==> config.mk <==
export PLATFORM = sky130hd
export DESIGN_NAME = cdc_tx
export DESIGN_NICKNAME = d
export VERILOG_FILES = /design/src/rtl/cdc_tx.sv
export SDC_FILE = /design/constraint.sdc
export NUM_CORES = 1
export LEC_CHECK = 0
export ABC_AREA = 1
export BUFFER_PORTS_ARGS = -buffer_cell sky130_fd_sc_hd__buf_2
export CAP_MARGIN = 30
export CORE_AREA = 5 5 42 44
export DETAILED_ROUTE_END_ITERATION = 16
export DIE_AREA = 0 0 47 49
export PLACE_DENSITY = 0.68
export RECOVER_POWER = 50
export SLEW_MARGIN = 20
export SYNTH_ARGS = -nofsm -noshare
export SYNTH_HDL_FRONTEND = slang
export SYNTH_SLANG_ARGS = --single-unit
==> constraint.sdc <==
create_clock -name clk -period 1.13 [get_ports clk]
set_clock_uncertainty 0.05 [all_clocks]
set_input_delay 0.0565 -clock clk [delete_from_list [all_inputs] [get_ports clk]]
set_output_delay 0.0565 -clock clk [all_outputs]
set_load 0.01 [all_outputs]
==> src/rtl/cdc_tx.sv <==
// Source half of a toggle-handshake CDC: launches one word per xfer_req toggle and
// waits for the synchronized xfer_ack toggle to match. Define CDC_TX_SKID_EN for a one-entry skid buffer.
module cdc_tx #(
    parameter int DATAWIDTH = 8,
    parameter int NSTAGES   = 2
) (
    input  logic                 clk,
    input  logic                 reset_l,
    input  logic [DATAWIDTH-1:0] in_data,
    input  logic                 in_valid,
    output logic                 in_ready,
    output logic [DATAWIDTH-1:0] xfer_data,
    output logic                 xfer_req,
    input  logic                 xfer_ack,
    output logic                 done,
    output logic                 busy
);

    typedef enum logic {
        IDLE = 1'b0,
        WAIT = 1'b1
    } state_t;

    state_t               state;
    state_t               state_nxt;
    logic [NSTAGES-1:0]   ack_sync;
    logic                 ack_s;
    logic                 accept;
    logic                 complete;
    logic                 launch;
    logic [DATAWIDTH-1:0] launch_data;

    assign ack_s    = ack_sync[NSTAGES-1];
    assign accept   = in_valid & in_ready;
    assign complete = (state == WAIT) && (ack_s == xfer_req);

`ifdef CDC_TX_SKID_EN
    logic                 skid_full;
    logic [DATAWIDTH-1:0] skid_data;
    logic                 skid_wr;
    logic                 skid_rd;

    assign in_ready = !skid_full;
`else
    assign in_ready = (state == IDLE);
`endif

    always_comb begin
        state_nxt   = state;
        launch      = 1'b0;
        launch_data = in_data;
`ifdef CDC_TX_SKID_EN
        skid_wr     = 1'b0;
        skid_rd     = 1'b0;
`endif
        case (state)
            IDLE: begin
                if (accept) begin
                    launch    = 1'b1;
                    state_nxt = WAIT;
                end
            end
            WAIT: begin
                if (complete) begin
`ifdef CDC_TX_SKID_EN
                    // A queued word always goes first; a direct accept only when the skid is empty.
                    if (skid_full) begin
                        launch      = 1'b1;
                        launch_data = skid_data;
                        skid_rd     = 1'b1;
                    end else if (accept) begin
                        launch = 1'b1;
                    end
`endif
                    if (!launch) begin
                        state_nxt = IDLE;
                    end
                end
`ifdef CDC_TX_SKID_EN
                else if (accept) begin
                    skid_wr = 1'b1;
                end
`endif
            end
        endcase
    end

    always_ff @(posedge clk or negedge reset_l) begin
        if (!reset_l) begin
            state     <= IDLE;
            ack_sync  <= '0;
            xfer_data <= '0;
            xfer_req  <= 1'b0;
            done      <= 1'b0;
            busy      <= 1'b0;
        end else begin
            state    <= state_nxt;
            ack_sync <= {ack_sync[NSTAGES-2:0], xfer_ack};
            done     <= complete;
            busy     <= (state_nxt == WAIT);
            if (launch) begin
                xfer_data <= launch_data;
                xfer_req  <= ~xfer_req;
            end
        end
    end

`ifdef CDC_TX_SKID_EN
    always_ff @(posedge clk or negedge reset_l) begin
        if (!reset_l) begin
            skid_full <= 1'b0;
            skid_data <= '0;
        end else if (skid_wr) begin
            skid_full <= 1'b1;
            skid_data <= in_data;
        end else if (skid_rd) begin
            skid_full <= 1'b0;
        end
    end
`endif

endmodule

==> run_results.csv, run 1 <==
group,metric,value,unit
power,vdd_drop_max,0.00125,V
die,core_area,0.00140,mm2
cells_and_area,area_delta_synth_final,45.9,%
drt,firstDrtPassIters,4,
clocking,cts_buffer_depth,2,
grt,grt_pass1_wl,2070,um
clocking,cts_setup_buffers,0,
timing,fin_crit,1.07,ns
worst_setup_path,critPathBufInv,2,
clocking,cts_tree,"yes",
worst_setup_path,cp_slowest_cell,"dfrtp_2",
drt,totalWireLength,1190,um
cells_and_area,fin_nets,98,
worst_setup_path,end_kind,"output pin",
grt,grt_pass1_vias,450,
die,ios,24,
cells_and_area,drive_above_1_share,31.8,%
grt,grt_max_degree,14,
clocking,clkSinkCount,13,
worst_setup_path,cp_max_fo,11,
power,powerDensity,2400,mW/mm2
logic_synthesis,syn-cell-area,520,um2
drt,drc,0,
drt,routedWlPerCell,11.8,um
timing,final.setup.worst_slack,0.0598,ns
logic_synthesis,async_reset_ff_share,100,%
worst_setup_path,cp_top_family,"flip-flops",
drt,avgViaCountPerCell,4.55,
logic_synthesis,ys_top_cells_by_count,"nand2_1, dfrtp_1, nand3_1",
logic_synthesis,yosysTopAreaCell,"dfrtp_1",
grt,antenna_found_initial,0,
power,leakage,0.409,nW
cells_and_area,num_antenna_cells,0,
logic_synthesis,ys_warn_count,0,
clocking,cts_root_buf,"clkbuf_4",
clocking,numCtsBuffers,3,
worst_setup_path,cp_cell_sequence,"clkinv_4 > buf_2",
grt,grt_use_total,12.7,%
logic_synthesis,ys.flop_type,"dfrtp_1",
worst_setup_path,reg2reg_slack,0.18,ns
timing,worst_pin_slew,0.692,ns
die,die_x,47,um
logic_synthesis,synth_most_common_cell,"nand2_1",
timing,hold_violations,0,
drt,dr_total_vias,460,
grt,grt_overflow,0,
clocking,h-tree-depth,1,
timing,setup_viol,0,
worst_setup_path,setup.worst_path.class,"register to output pin",
run,cap_violations,0,
worst_setup_path,arrival,0.96,ns
worst_setup_path,crit_required,1.02,ns
worst_hold_path,hp-class,"input pin to register",
logic_synthesis,synth_seq_cells,13,
die,die_h,49,um
logic_synthesis,syn_inst,50,
timing,fin_crit_sh,94.7,%
timing,fmax,934,MHz
logic_synthesis,synth_edf_count,0,
drt,drt_iter0_markers,15,
place,place_congestion,0.643,
clocking,clkTransAtPathRegs,0.08,ns
timing,worst_slew_margin_rel,53.9,%
worst_setup_path,critPathMaxStageDelay,0.44,ns
outcome,status,"finished, final reports clean",
cells_and_area,nFillCells,133,
logic_synthesis,seq_area_frac_synth,62.5,%
logic_synthesis,synth_nets,62,
timing,slew_viol_final,0,
drt,drt.antenna.violating_nets,0,
worst_setup_path,cp-start-kind,"register",
die,dieArea,0.00230,mm2
logic_synthesis,avgSynthCellArea,10.4,um2
timing,rsz0062_at_grt,"no",
clocking,clock_latency,0.27,ns
timing,tns,0,ns
place,io_buffers,23,
place,place_ws,0.181,ns
logic_synthesis,netlist_top_cells_area,"dfrtp_1, nand2_1, nand3_1, nand2_8, xor2_2",
logic_synthesis,synth_top_cell_area_share,62.5,%
logic_synthesis,netlist-cell-type-count,10,
die,std_cell_rows,14,
place,hpwl,768,um
die,initial_utilization,37.1,%
-- kinds of logic (layout without fill, tap and decap cells) --
kind of cell / Yosys count / count (layout) / share of synthesized area [%]
and+or+nand+nor: 31 / 31 / 27.4
DFF: 13 / 13 / 62.5
buffers and inverters: 5 / 40 / 6.97
xor gates and xnor gates: 1 / 1 / 3.13
-- metrics by stage --
step | instance area [um2] | hold WS (ns) | total power [W] | utilization [%] | instances
after floorplan | 520 | -0.289 | 0.00124 | - | 50
after global placement | 638 | -0.0945 | 0.00151 | 45.5 | 88
after detailed placement | 638 | -0.0924 | 0.00154 | 45.5 | 88
after CTS | 759 | 0.0882 | 0.00184 | 54.2 | 101
after global routing | 759 | 0.114 | 0.00198 | 54.2 | 101
final | 759 | 0.0949 | 0.00182 | 54.2 | 101
-- final cells by class --
class | count | area (um2) | share of cell area [%]
clock buffer | 4 | 26.3 | 3.46
inverter | 3 | 16.3 | 2.14
multi-input combinational | 32 | 159 | 20.9
sequential | 13 | 327 | 43.0
tap | 16 | 20.0 | 2.64
timing repair buffer | 33 | 211 | 27.8
-- cell usage in the layout, fill, tap and decap left out, drive strengths merged --
cell type / synthesis / routed
nand2: 22 / 22
buf: 1 / 20
dfrtp: 13 / 13
dlygate4sd3: 0 / 10
nand3: 8 / 8
clkbuf: 1 / 7
inv: 3 / 2
clkinv: 0 / 1
nor2: 1 / 1
xor2: 1 / 1
-- path summary, 6_finish.rpt --
check / from / end / cells after the start
max: state / in_ready / 2
min: in_valid / xfer_data[3] / 3
max reg2reg: state / xfer_req / 3
min reg2reg: ack_sync[0] / ack_sync[1] / 0
max in group asynchronous: reset_l / state / 2
min in group asynchronous: reset_l / done / 2
-- flip-flops by register name, indices dropped and copies added (netlist names) --
name       cells
xfer_data      8
ack_sync       2
done           1
state          1
xfer_req       1
-- power breakdown --
group | total [W] | switching (W) | leakage (nW) | internal, W
registers | 0.000794 | 0.000124 | 0.157 | 0.000670
logic | 0.000744 | 0.000447 | 0.237 | 0.000297
clock network | 0.000281 | 0.000145 | 0.0150 | 0.000137
-- worst register-to-register path: cells and delay by family, from the launching register on --
kind | cells | cell delay [ns]
DFF | 1 | 0.44
xor gates and xnor gates | 1 | 0.15
buffers and inverters | 1 | 0.12
and+or+nand+nor | 1 | 0.09
-- layer usage --
metal  global-route usage (%)  share of wire [%]  vias up
met5                        0                  0        -
met4                     8.29                2.3        0
met3                     2.21                7.4        4
met2                     17.9                 51       21
met1                     17.4                 39      213
li1                         -                  -      222
-- timing repair --
| action | 4_1_cts | 5_1_grt |
|---|---|---|
| gates resized for setup | 1 | 2 |
| hold buffers | 10 | 0 |
| endpoints found under the hold margin | 22 | 0 |
| setup endpoints to repair | 1 | 1 |
| pin swaps | 0 | 0 |
Power figures use the tool's default switching activity.
==> run 2: changes to the inputs <==
--- a/config.mk
+++ b/config.mk
@@ -12,7 +12,6 @@
 export DETAILED_ROUTE_END_ITERATION = 16
 export DIE_AREA = 0 0 47 49
 export PLACE_DENSITY = 0.68
-export RECOVER_POWER = 50
 export SLEW_MARGIN = 20
 export SYNTH_ARGS = -nofsm -noshare
 export SYNTH_HDL_FRONTEND = slang
==> run 2 against run 1 <==
Against the previous run:
- routed wire length is 0.17% lower
- total power is 0.43% higher
- register-to-register slack hardly changed
- maximum frequency is 0.22% higher
- sequential share of layout area is 0.21 points lower
- first-iteration DRC count is 47% lower
- hold slack worse by 0.00099 ns
- cell area is 0.49% higher
- via count is 0.87% lower
- global-route usage stayed put
- non-clock buffer count stayed put
- cell count stayed put
- largest cell class unchanged
- largest power group unchanged
==> run_results.csv, run 2 (same netlist as run 1, synthesis figures left out) <==
group,metric,value,unit
power,powerDensity,2390,mW/mm2
worst_setup_path,reg2reg_depth,3,
cells_and_area,num_antenna_cells,0,
power,vdd_drop_max,0.00126,V
drt,avgViaCountPerCell,4.51,
cells_and_area,drive_above_1_share,35.3,%
outcome,status,"finished, final reports clean",
place,hpwl,768,um
cells_and_area,fin_nets,98,
timing,tns,0,ns
timing,setup_viol,0,
clocking,cts_setup_buffers,0,
die,std_cell_rows,14,
drt,drt.antenna.violating_nets,0,
grt,grt_use_total,12.7,%
clocking,clkSinkCount,13,
timing,fin_crit,1.07,ns
cells_and_area,final_common_cell,"buf_2",
clocking,cts_tree,"yes",
place,place_ws,0.181,ns
place,io_buffers,23,
clocking,clock_latency,0.27,ns
timing,worst_slew_margin_rel,80.7,%
worst_setup_path,reg2reg_slack,0.19,ns
grt,grt_overflow,0,
cells_and_area,largest_register,"xfer_data",
timing,slew_viol_final,0,
cells_and_area,largest_reg_flops,8,
worst_setup_path,cp-start-kind,"register",
drt,routedWlPerCell,11.8,um
die,core_area,0.00140,mm2
clocking,clkTransAtPathRegs,0.08,ns
timing,fin_crit_sh,94.5,%
die,dieArea,0.00230,mm2
worst_hold_path,hp-class,"input pin to register",
worst_hold_path,min_path_cells,3,
clocking,cts_buffer_depth,2,
clocking,h-tree-depth,1,
timing,hold_violations,0,
die,initial_utilization,37.1,%
worst_setup_path,end_kind,"output pin",
clocking,cts_root_buf,"clkbuf_4",
grt,grt_pass1_vias,450,
timing,worst_pin_slew,0.289,ns
worst_setup_path,setup.worst_path.class,"register to output pin",
grt,grt-busiest-layer,"met2",
power,leakage,0.419,nW
clocking,numCtsBuffers,3,
drt,firstDrtPassIters,4,
die,die_h,49,um
power,p_total,0.00183,W
place,place_congestion,0.643,
cells_and_area,area_delta_synth_final,46.6,%
drt,drc,0,
grt,grt_max_degree,14,
grt,use_met3,2.21,%
run,cap_violations,0,
cells_and_area,final_cell_mix,"buf_2, nand2_1, dfrtp_1, dlygate4sd3_1, nand3_1",
grt,antenna_found_initial,0,
drt,totalWireLength,1190,um
cells_and_area,largestRegisters,"xfer_data: 8 flops, ack_sync: 2 flops",
worst_setup_path,arrival,0.96,ns
worst_setup_path,crit_required,1.02,ns
drt,dr_total_vias,456,
drt,drt_iter0_markers,8,
die,ios,24,
grt,grt_pass1_wl,2070,um
grt,met2_usage,17.9,%
worst_setup_path,cp_max_fo,11,
timing,final.setup.worst_slack,0.0622,ns
timing,fmax,936,MHz
timing,rsz0062_at_grt,"no",
grt,grt_use_met1,17.4,%
die,die_x,47,um
## run 2: where the power goes
part           leakage (nW)  total (W)  internal, W  switching [W]
sequential            0.157   0.000794     0.000670       0.000124
combinational         0.246   0.000751     0.000307       0.000444
clock                0.0150   0.000282     0.000137       0.000145
## run 2: final cells by class
class	instances	area, um2
multi-input combinational	32	159
fill	133	638
timing repair buffer	33	215
tap	16	20.0
sequential	13	327
clock buffer	4	26.3
inverter	3	16.3
## run 2: what timing repair did
item	4_1_cts	5_1_grt
hold endpoints to repair	22	0
resized for setup	1	2
hold buffers	10	0
pin swaps	0	0
endpoints found under the setup margin	1	1
## run 2: through the flow
| step | util, % | area, um2 | std cells | hold slack, ns |
|---|---|---|---|---|
| after global routing | 54.5 | 763 | 101 | 0.114 |
| after CTS | 54.2 | 759 | 101 | 0.0882 |
| after detailed placement | 45.5 | 638 | 88 | -0.0924 |
| after global placement | 45.5 | 638 | 88 | -0.0945 |
| after floorplan | - | 520 | 50 | -0.289 |
| final | 54.5 | 763 | 101 | 0.0940 |
## run 2: per-layer routing
metal,up-vias,part of all wire [%]
li1,223,-
met1,210,40
met2,19,51
met3,4,7.0
met4,0,2.3
met5,-,0
## run 2: final timing paths
path | end | startpoint
max | in_ready | state
min | xfer_data[3] | in_valid
max reg2reg | xfer_req | state
min reg2reg | ack_sync[1] | ack_sync[0]
max in group asynchronous | state | reset_l
min in group asynchronous | done | reset_l
## run 2: critical path, cell delays in order (launching register included)
cell	delay (ns)
dfrtp_2	0.44
clkinv_4	0.11
buf_2	0.14
